<file path="src/rtl/uart_pkg.sv">
// rtl/uart_pkg.sv - shared constants for the uart_rx_ex receiver
// Purpose: register map, CTRL/STATUS bit positions, parity encodings,
//          receive FSM state encoding and small parity helpers.
// Ports:   none (package).
package uart_pkg;

  // Register addresses on the 8-bit peripheral bus
  localparam logic [2:0] ADDR_DATA   = 3'd0;
  localparam logic [2:0] ADDR_STATUS = 3'd1;
  localparam logic [2:0] ADDR_CTRL   = 3'd2;
  localparam logic [2:0] ADDR_DIV_LO = 3'd3;
  localparam logic [2:0] ADDR_DIV_HI = 3'd4;

  // CTRL field positions
  localparam int CTRL_LEN_LSB = 0;
  localparam int CTRL_PAR_LSB = 2;
  localparam int CTRL_STOP2   = 4;
  localparam int CTRL_IE_DATA = 5;
  localparam int CTRL_IE_ERR  = 6;
  localparam logic [6:0] CTRL_RESET = 7'h03;

  // Parity encodings in CTRL[3:2]; 2'b11 behaves as no parity
  localparam logic [1:0] PAR_NONE     = 2'b00;
  localparam logic [1:0] PAR_EVEN     = 2'b01;
  localparam logic [1:0] PAR_ODD      = 2'b10;
  localparam logic [1:0] PAR_NONE_ALT = 2'b11;

  // STATUS bit positions
  localparam int ST_DA   = 0;
  localparam int ST_OV   = 1;
  localparam int ST_FE   = 2;
  localparam int ST_PE   = 3;
  localparam int ST_FULL = 4;

  // Receive FSM state encoding
  localparam logic [2:0] S_IDLE   = 3'd0;
  localparam logic [2:0] S_START  = 3'd1;
  localparam logic [2:0] S_DATA   = 3'd2;
  localparam logic [2:0] S_PARITY = 3'd3;
  localparam logic [2:0] S_STOP1  = 3'd4;
  localparam logic [2:0] S_STOP2  = 3'd5;

  function automatic logic parity_en(input logic [1:0] mode);
    return (mode == PAR_EVEN) || (mode == PAR_ODD);
  endfunction

  function automatic logic parity_odd(input logic [1:0] mode);
    return (mode == PAR_ODD);
  endfunction

endpackage

</file>
<file path="src/rtl/uart_rx_fifo.sv">
// rtl/uart_rx_fifo.sv - synchronous receive FIFO for uart_rx_ex
// Purpose: 2**AW deep byte FIFO with combinational head output.
// Ports:   clk, reset_n  - clock, synchronous active-low reset
//          push, din     - write request and data (ignored when full unless popped)
//          pop, dout     - read request (ignored when empty) and head data
//          empty, full   - occupancy status
module uart_rx_fifo #(
  parameter int AW = 4
) (
  input  logic       clk,
  input  logic       reset_n,
  input  logic       push,
  input  logic       pop,
  input  logic [7:0] din,
  output logic [7:0] dout,
  output logic       empty,
  output logic       full
);

  localparam int DEPTH = 2 ** AW;

  logic [7:0]    mem_q [DEPTH];
  logic [AW-1:0] wr_q, rd_q;
  logic [AW:0]   cnt_q;
  logic          do_push, do_pop;

  assign empty   = (cnt_q == '0);
  assign full    = (cnt_q == (AW+1)'(DEPTH));
  assign do_pop  = pop & ~empty;
  // A pop in the same cycle frees the slot, so a full FIFO still accepts
  assign do_push = push & (~full | do_pop);
  assign dout    = mem_q[rd_q];

  always_ff @(posedge clk) begin
    if (do_push) begin
      mem_q[wr_q] <= din;
    end
  end

  always_ff @(posedge clk) begin
    if (!reset_n) begin
      wr_q  <= '0;
      rd_q  <= '0;
      cnt_q <= '0;
    end else begin
      if (do_push) wr_q <= wr_q + AW'(1);
      if (do_pop)  rd_q <= rd_q + AW'(1);
      case ({do_push, do_pop})
        2'b10:   cnt_q <= cnt_q + (AW+1)'(1);
        2'b01:   cnt_q <= cnt_q - (AW+1)'(1);
        default: cnt_q <= cnt_q;
      endcase
    end
  end

endmodule

</file>
<file path="src/rtl/uart_rx_ex.sv">
// rtl/uart_rx_ex.sv - runtime-configurable UART receiver with FIFO and interrupt
// Purpose: samples rx with a programmable divisor and frame format, checks
//          parity/stop, queues good bytes and raises a maskable interrupt.
// Ports:   i_clk, i_reset_n          - clock, synchronous active-low reset
//          i_addr, i_dat, i_we, i_cyc - register bus (one cycle per access)
//          o_dat                     - combinational read data
//          rx                        - asynchronous serial input, idle high
//          o_int                     - registered level interrupt
module uart_rx_ex
  import uart_pkg::*;
#(
  parameter int SYS_CLK  = 25_000_000,
  parameter int BAUDRATE = 115200,
  parameter int DIV_W    = 16,
  parameter int FIFO_AW  = 4
) (
  input  logic       i_clk,
  input  logic       i_reset_n,
  input  logic [2:0] i_addr,
  input  logic [7:0] i_dat,
  input  logic       i_we,
  input  logic       i_cyc,
  output logic [7:0] o_dat,
  input  logic       rx,
  output logic       o_int
);

  localparam int DIV_RESET = SYS_CLK / BAUDRATE;

  // Registers
  logic [6:0]       ctrl_q;
  logic [DIV_W-1:0] div_q;
  logic [15:0]      div16;
  logic             ov_q, fe_q, pe_q, int_q;

  // Receiver
  logic             rx_s1_q, rx_s2_q, rx_prev_q;
  logic [2:0]       state_q;
  logic [DIV_W-1:0] cnt_q, div_sh_q, div_eff;
  logic [4:0]       ctrl_sh_q;
  logic [2:0]       bit_q;
  logic [7:0]       data_q;
  logic             par_q, fe_pend_q, pe_pend_q, done_q;
  logic             start_edge;

  // Bus / FIFO
  logic       wr_en, pop, push, ov_set;
  logic [7:0] fifo_dout;
  logic       fifo_empty, fifo_full;

  assign div16      = 16'(div_q);
  assign div_eff    = (div_q < DIV_W'(2)) ? DIV_W'(2) : div_q;
  assign start_edge = rx_prev_q & ~rx_s2_q;

  assign wr_en  = i_cyc & i_we;
  assign pop    = i_cyc & ~i_we & (i_addr == ADDR_DATA) & ~fifo_empty;
  // Completed frame is pushed the cycle after the final stop sample
  assign push   = done_q & ~fe_pend_q & ~pe_pend_q;
  assign ov_set = push & fifo_full & ~pop;

  uart_rx_fifo #(.AW(FIFO_AW)) u_fifo (
    .clk     (i_clk),
    .reset_n (i_reset_n),
    .push    (push),
    .pop     (pop),
    .din     (data_q),
    .dout    (fifo_dout),
    .empty   (fifo_empty),
    .full    (fifo_full)
  );

  // Read mux
  always_comb begin
    o_dat = 8'h00;
    case (i_addr)
      ADDR_DATA:   o_dat = fifo_empty ? 8'h00 : fifo_dout;
      ADDR_STATUS: begin
        o_dat[ST_DA]   = ~fifo_empty;
        o_dat[ST_OV]   = ov_q;
        o_dat[ST_FE]   = fe_q;
        o_dat[ST_PE]   = pe_q;
        o_dat[ST_FULL] = fifo_full;
      end
      ADDR_CTRL:   o_dat = {1'b0, ctrl_q};
      ADDR_DIV_LO: o_dat = div16[7:0];
      ADDR_DIV_HI: o_dat = div16[15:8];
      default:     o_dat = 8'h00;
    endcase
  end

  // Configuration registers
  always_ff @(posedge i_clk) begin
    if (!i_reset_n) begin
      ctrl_q <= CTRL_RESET;
      div_q  <= DIV_W'(DIV_RESET);
    end else if (wr_en) begin
      case (i_addr)
        ADDR_CTRL:   ctrl_q <= i_dat[6:0];
        ADDR_DIV_LO: div_q  <= DIV_W'({div16[15:8], i_dat});
        ADDR_DIV_HI: div_q  <= DIV_W'({i_dat, div16[7:0]});
        default:     ;
      endcase
    end
  end

  // Sticky error flags: write-1-to-clear, a same-cycle set wins
  always_ff @(posedge i_clk) begin
    if (!i_reset_n) begin
      ov_q <= 1'b0;
      fe_q <= 1'b0;
      pe_q <= 1'b0;
    end else begin
      if (wr_en && i_addr == ADDR_STATUS) begin
        if (i_dat[ST_OV]) ov_q <= 1'b0;
        if (i_dat[ST_FE]) fe_q <= 1'b0;
        if (i_dat[ST_PE]) pe_q <= 1'b0;
      end
      if (ov_set)              ov_q <= 1'b1;
      if (done_q && fe_pend_q) fe_q <= 1'b1;
      if (done_q && pe_pend_q) pe_q <= 1'b1;
    end
  end

  // Interrupt is computed from already-visible status, hence one cycle behind it
  always_ff @(posedge i_clk) begin
    if (!i_reset_n) begin
      int_q <= 1'b0;
    end else begin
      int_q <= (ctrl_q[CTRL_IE_DATA] & ~fifo_empty) |
               (ctrl_q[CTRL_IE_ERR] & (ov_q | fe_q | pe_q));
    end
  end
  assign o_int = int_q;

  // Synchroniser plus previous-value flop for start-edge detection
  always_ff @(posedge i_clk) begin
    if (!i_reset_n) begin
      rx_s1_q   <= 1'b1;
      rx_s2_q   <= 1'b1;
      rx_prev_q <= 1'b1;
    end else begin
      rx_s1_q   <= rx;
      rx_s2_q   <= rx_s1_q;
      rx_prev_q <= rx_s2_q;
    end
  end

  // Receive FSM; format and divisor are frozen at the start edge
  always_ff @(posedge i_clk) begin
    if (!i_reset_n) begin
      state_q   <= S_IDLE;
      cnt_q     <= '0;
      div_sh_q  <= DIV_W'(2);
      ctrl_sh_q <= '0;
      bit_q     <= '0;
      data_q    <= '0;
      par_q     <= 1'b0;
      fe_pend_q <= 1'b0;
      pe_pend_q <= 1'b0;
      done_q    <= 1'b0;
    end else begin
      done_q <= 1'b0;
      if (state_q == S_IDLE) begin
        if (start_edge) begin
          state_q   <= S_START;
          div_sh_q  <= div_eff;
          ctrl_sh_q <= ctrl_q[4:0];
          cnt_q     <= (div_eff >> 1) - DIV_W'(1);
          bit_q     <= '0;
          data_q    <= '0;
          par_q     <= 1'b0;
          fe_pend_q <= 1'b0;
          pe_pend_q <= 1'b0;
        end
      end else if (cnt_q != '0) begin
        cnt_q <= cnt_q - DIV_W'(1);
      end else begin
        cnt_q <= div_sh_q - DIV_W'(1);
        case (state_q)
          // High at mid-start means a glitch: drop back without recording
          S_START: state_q <= rx_s2_q ? S_IDLE : S_DATA;
          S_DATA: begin
            data_q[bit_q] <= rx_s2_q;
            par_q         <= par_q ^ rx_s2_q;
            bit_q         <= bit_q + 3'd1;
            // Last index is length code + 4 (5..8 bits)
            if (bit_q == {1'b1, ctrl_sh_q[CTRL_LEN_LSB +: 2]}) begin
              state_q <= parity_en(ctrl_sh_q[CTRL_PAR_LSB +: 2]) ? S_PARITY : S_STOP1;
            end
          end
          S_PARITY: begin
            pe_pend_q <= par_q ^ rx_s2_q ^ parity_odd(ctrl_sh_q[CTRL_PAR_LSB +: 2]);
            state_q   <= S_STOP1;
          end
          S_STOP1: begin
            fe_pend_q <= ~rx_s2_q;
            if (ctrl_sh_q[CTRL_STOP2]) begin
              state_q <= S_STOP2;
            end else begin
              done_q  <= 1'b1;
              state_q <= S_IDLE;
            end
          end
          S_STOP2: begin
            fe_pend_q <= fe_pend_q | ~rx_s2_q;
            done_q    <= 1'b1;
            state_q   <= S_IDLE;
          end
          default: state_q <= S_IDLE;
        endcase
      end
    end
  end

endmodule

</file>
<file path="config.mk">
export PLATFORM = sky130hd
export DESIGN_NAME = uart_rx_ex
export DESIGN_NICKNAME = d
export VERILOG_FILES = /design/src/rtl/uart_pkg.sv /design/src/rtl/uart_rx_fifo.sv /design/src/rtl/uart_rx_ex.sv
export SDC_FILE = /design/constraint.sdc
export NUM_CORES = 1
export LEC_CHECK = 0
export BUFFER_PORTS_ARGS = -buffer_cell sky130_fd_sc_hd__buf_2
export CORE_MARGIN = 3
export CORE_UTILIZATION = 46
export DETAILED_ROUTE_END_ITERATION = 10
export GPL_ROUTABILITY_DRIVEN = 0
export MAX_ROUTING_LAYER = met4
export PLACE_DENSITY_LB_ADDON = 0.08
export SKIP_CTS_REPAIR_TIMING = 1
export SYNTH_ARGS = -nofsm -noshare
export SYNTH_HDL_FRONTEND = slang
export SYNTH_SLANG_ARGS = --single-unit
</file>
<file path="constraint.sdc">
create_clock -name i_clk -period 3.05 [get_ports i_clk]
set_input_delay 0.61 -clock i_clk [delete_from_list [all_inputs] [get_ports i_clk]]
set_output_delay 0.61 -clock i_clk [all_outputs]
set_load 0.01 [all_outputs]
</file>
==> insert_results.sql <==
INSERT INTO impl_metrics (metric_group, metric, value, unit) VALUES
('clock_tree', 'cts-buffers-inserted', '25', ''),
('routing', 'route.vias.total', '7148', ''),
('sta', 'period_minus_slack', '3.14', 'ns'),
('yosys', 'synth_sequential_area_ratio', '57.1', '%'),
('routing', 'initialDrtViolationCount', '499', ''),
('floorplan', 'core-area', '22000', 'sq um'),
('global_routing', 'initial_antenna_violation_count', '0', ''),
('job', 'cap_viol_max_count', '0', ''),
('yosys', 'average_cell_area_after_synthesis', '11.8', 'sq um'),
('yosys', 'synth-edff-count', '128', ''),
('floorplan', 'core.rowCount', '54', ''),
('clock_tree', 'clkLatencyLatePin', '0.54', 'ns'),
('pwr', 'p_leak', '4.23', 'nW'),
('sta', 'hold_violations', '0', ''),
('global_routing', 'grt_remaining_overflow', '0', ''),
('floorplan', 'floorplan.die_area', '24300', 'sq um'),
('critical_path', 'cp_cell_sequence', 'clkbuf_16 > mux4_2 > mux4_2 > nor2_2 > o41ai_1 > buf_2', ''),
('final_layout', 'drive_gt1_share', '22.0', '%'),
('critical_path', 'worst-endpoint-arrival', '2.53', 'ns'),
('critical_path', 'worst_setup_path_end_kind', 'primary output', ''),
('critical_path', 'worstSetupPathType', 'reg2out', ''),
('sta', 'worst_hold_slack', '0.269', 'ns'),
('yosys', 'prevailing_post_synth_register_cell', 'edfxtp_1', ''),
('critical_path', 'worst_r2r_path_depth', '9', ''),
('critical_path', 'worst_path_largest_cell_delay', '0.53', 'ns'),
('clock_tree', 'clk_path_buf_depth', '3', ''),
('final_layout', 'finalInstanceArea', '12200', 'sq um'),
('critical_path', 'regToRegSetupSlack', '0.29', 'ns'),
('routing', 'routed_via_density', '5.80', ''),
('yosys', 'synth.top_cells.by_area', 'edfxtp_1 37%, dfxtp_1 20%, mux4_2 7.4%', ''),
('critical_path', 'path_delay_family', 'multiplexers', ''),
('sta', 'setup_slack', '-0.0894', 'ns'),
('placement', 'io_buffers', '24', ''),
('routing', 'detail-route-antenna-nets', '0', ''),
('global_routing', 'grt_pass1_vias', '7108', ''),
('critical_path', 'critical_path_cell_count', '6', ''),
('yosys', 'netlist_instances', '874', ''),
('critical_path', 'timing.critical_path.fanout_max', '8', ''),
('global_routing', 'grt_start_max_net_pins', '54', ''),
('sta', 'slew_headroom', '48.5', '%'),
('worst_hold_path', 'hold_path.startpoint', 'rx', ''),
('routing', 'detailedRoute.firstPassIterationCount', '5', ''),
('placement', 'place_inst', '1180', ''),
('yosys', 'synth_largest_type_area_fraction', '37.3', '%'),
('sta', 'setup-violations-final', '5', ''),
('status', 'violated_checks', 'setup timing', ''),
('clock_tree', 'tritoncts', 'built', ''),
('yosys', 'async_flop_share', '0', '%'),
('sta', 'rsz0062_at_grt', 'yes', ''),
('critical_path', 'cp_bufs_invs', '2', ''),
('sta', 'finalClockSkew', '0.0169', 'ns'),
('status', 'outcome', 'finished with violations', ''),
('floorplan', 'die_height', '156', 'microns'),
('yosys', 'yosys_warnings', '0', ''),
('final_layout', 'layout.cells.most_common', 'edfxtp_1', ''),
('yosys', 'mappedNetlistArea', '10300', 'sq um'),
('critical_path', 'crit_path_top_delay_cell', 'mux4_2', ''),
('critical_path', 'startpoint_type', 'flop', ''),
('sta', 'period_share', '103', '%'),
('sta', 'worstMarginPinSlew', '0.766', 'ns'),
('pwr', 'vdd.ir_drop.worst', '0.404', 'mV'),
('critical_path', 'rr_endpoint', 'cnt_q[12]', ''),
('final_layout', 'fin_nets', '963', ''),
('critical_path', 'r2r_start', 'div16[14]', ''),
('clock_tree', 'clockRootBuffer', 'clkbuf_16', ''),
('routing', 'routed_wirelength', '25.8', 'mm'),
('final_layout', 'most-common-layout-cells', '128 x edfxtp_1, 101 x dfxtp_1, 99 x nand2_1', ''),
('clock_tree', 'clkTransAtPathRegs', '0.06', 'ns'),
('final_layout', 'insertedDiodeCount', '0', ''),
('yosys', 'synth_cell_types', '77', ''),
('routing', 'wire_per_inst', '21.0', 'microns');
## flip-flops by register name (all words and copies together) (netlist names), 3 cells and up, named ones only
signal,cells
u_fifo.mem_q,128
u_fifo.wr_q,4
div16,16
u_fifo.cnt_q,5
ctrl_q,7
ctrl_sh_q,5
data_q,8
bit_q,3
state_q,3
cnt_q,16
div_sh_q,16
u_fifo.rd_q,4
## where the power goes
group / total (mW) / switching (mW) / internal (mW)
combinational: 0.566 / 0.372 / 0.194
clock: 3.30 / 1.22 / 2.08
sequential: 3.32 / 0.0494 / 3.27
## area by class of cell
cell class | instances | area, sq um
clock buffer | 32 | 676
clock inverter | 13 | 226
fill | 1854 | 9800
inverter | 16 | 60.1
multi-input combinational | 579 | 4290
sequential | 230 | 5890
tap | 280 | 350
timing repair buffer | 82 | 666
## Yosys cell counts (all sizes together), types with 7 or more instances
cell    number
o211ai      11
buf         19
nor2        91
nand3       33
edfxtp     128
inv         16
nand2b       9
xnor2        9
nand2      100
clkbuf      30
ha          12
mux4        34
nor4         8
mux2        11
nand4       11
dfxtp      102
xor2         8
nor2b        7
mux2i       41
a211oi       7
a21oi       52
o21ai       29
nor3        26
## worst min-delay path by stage
stage / to / slack (ns) / cells past startpoint
after global placement: rx_s2_q / 0.40 / 1
after detailed placement: rx_s2_q / 0.40 / 1
after global routing: rx_s1_q / 0.29 / 2
after CTS: rx_s1_q / 0.25 / 2
after floorplan: rx_s2_q / 0.39 / 1
final: rx_s1_q / 0.27 / 2
## logic make-up (layout without fill, tap and decap cells)
group / after synthesis / after routing / synth area share, %
AND/OR/NAND/NOR: 307 / 307 / 14.0
flip-flops: 230 / 230 / 57.1
AO/OA/AOI/OAI: 156 / 156 / 10.2
multiplexers: 86 / 86 / 12.7
buffers and inverters: 65 / 143 / 2.85
XOR/XNOR: 17 / 17 / 1.44
adder cells (fa/ha/maj): 13 / 13 / 1.65
## routing by layer
layer	vias to the layer above	wire length [microns]	global-route usage [%]
li1	3373	-	-
met1	3539	11600	29.7
met2	178	12400	34.6
met3	58	992	2.58
met4	0	863	7.06
met5	-	0	-
## metrics by stage
step	util, %	worst slack, ns	setup TNS (ns)
final	55.4	-0.0894	-0.268
after global routing	55.4	-0.161	-0.760
after CTS	54.2	-0.251	-1.26
after detailed placement	50.1	0.0229	0
after global placement	50.1	0.133	0
after floorplan	-	0.155	0
Power figures use the tool's default switching activity.
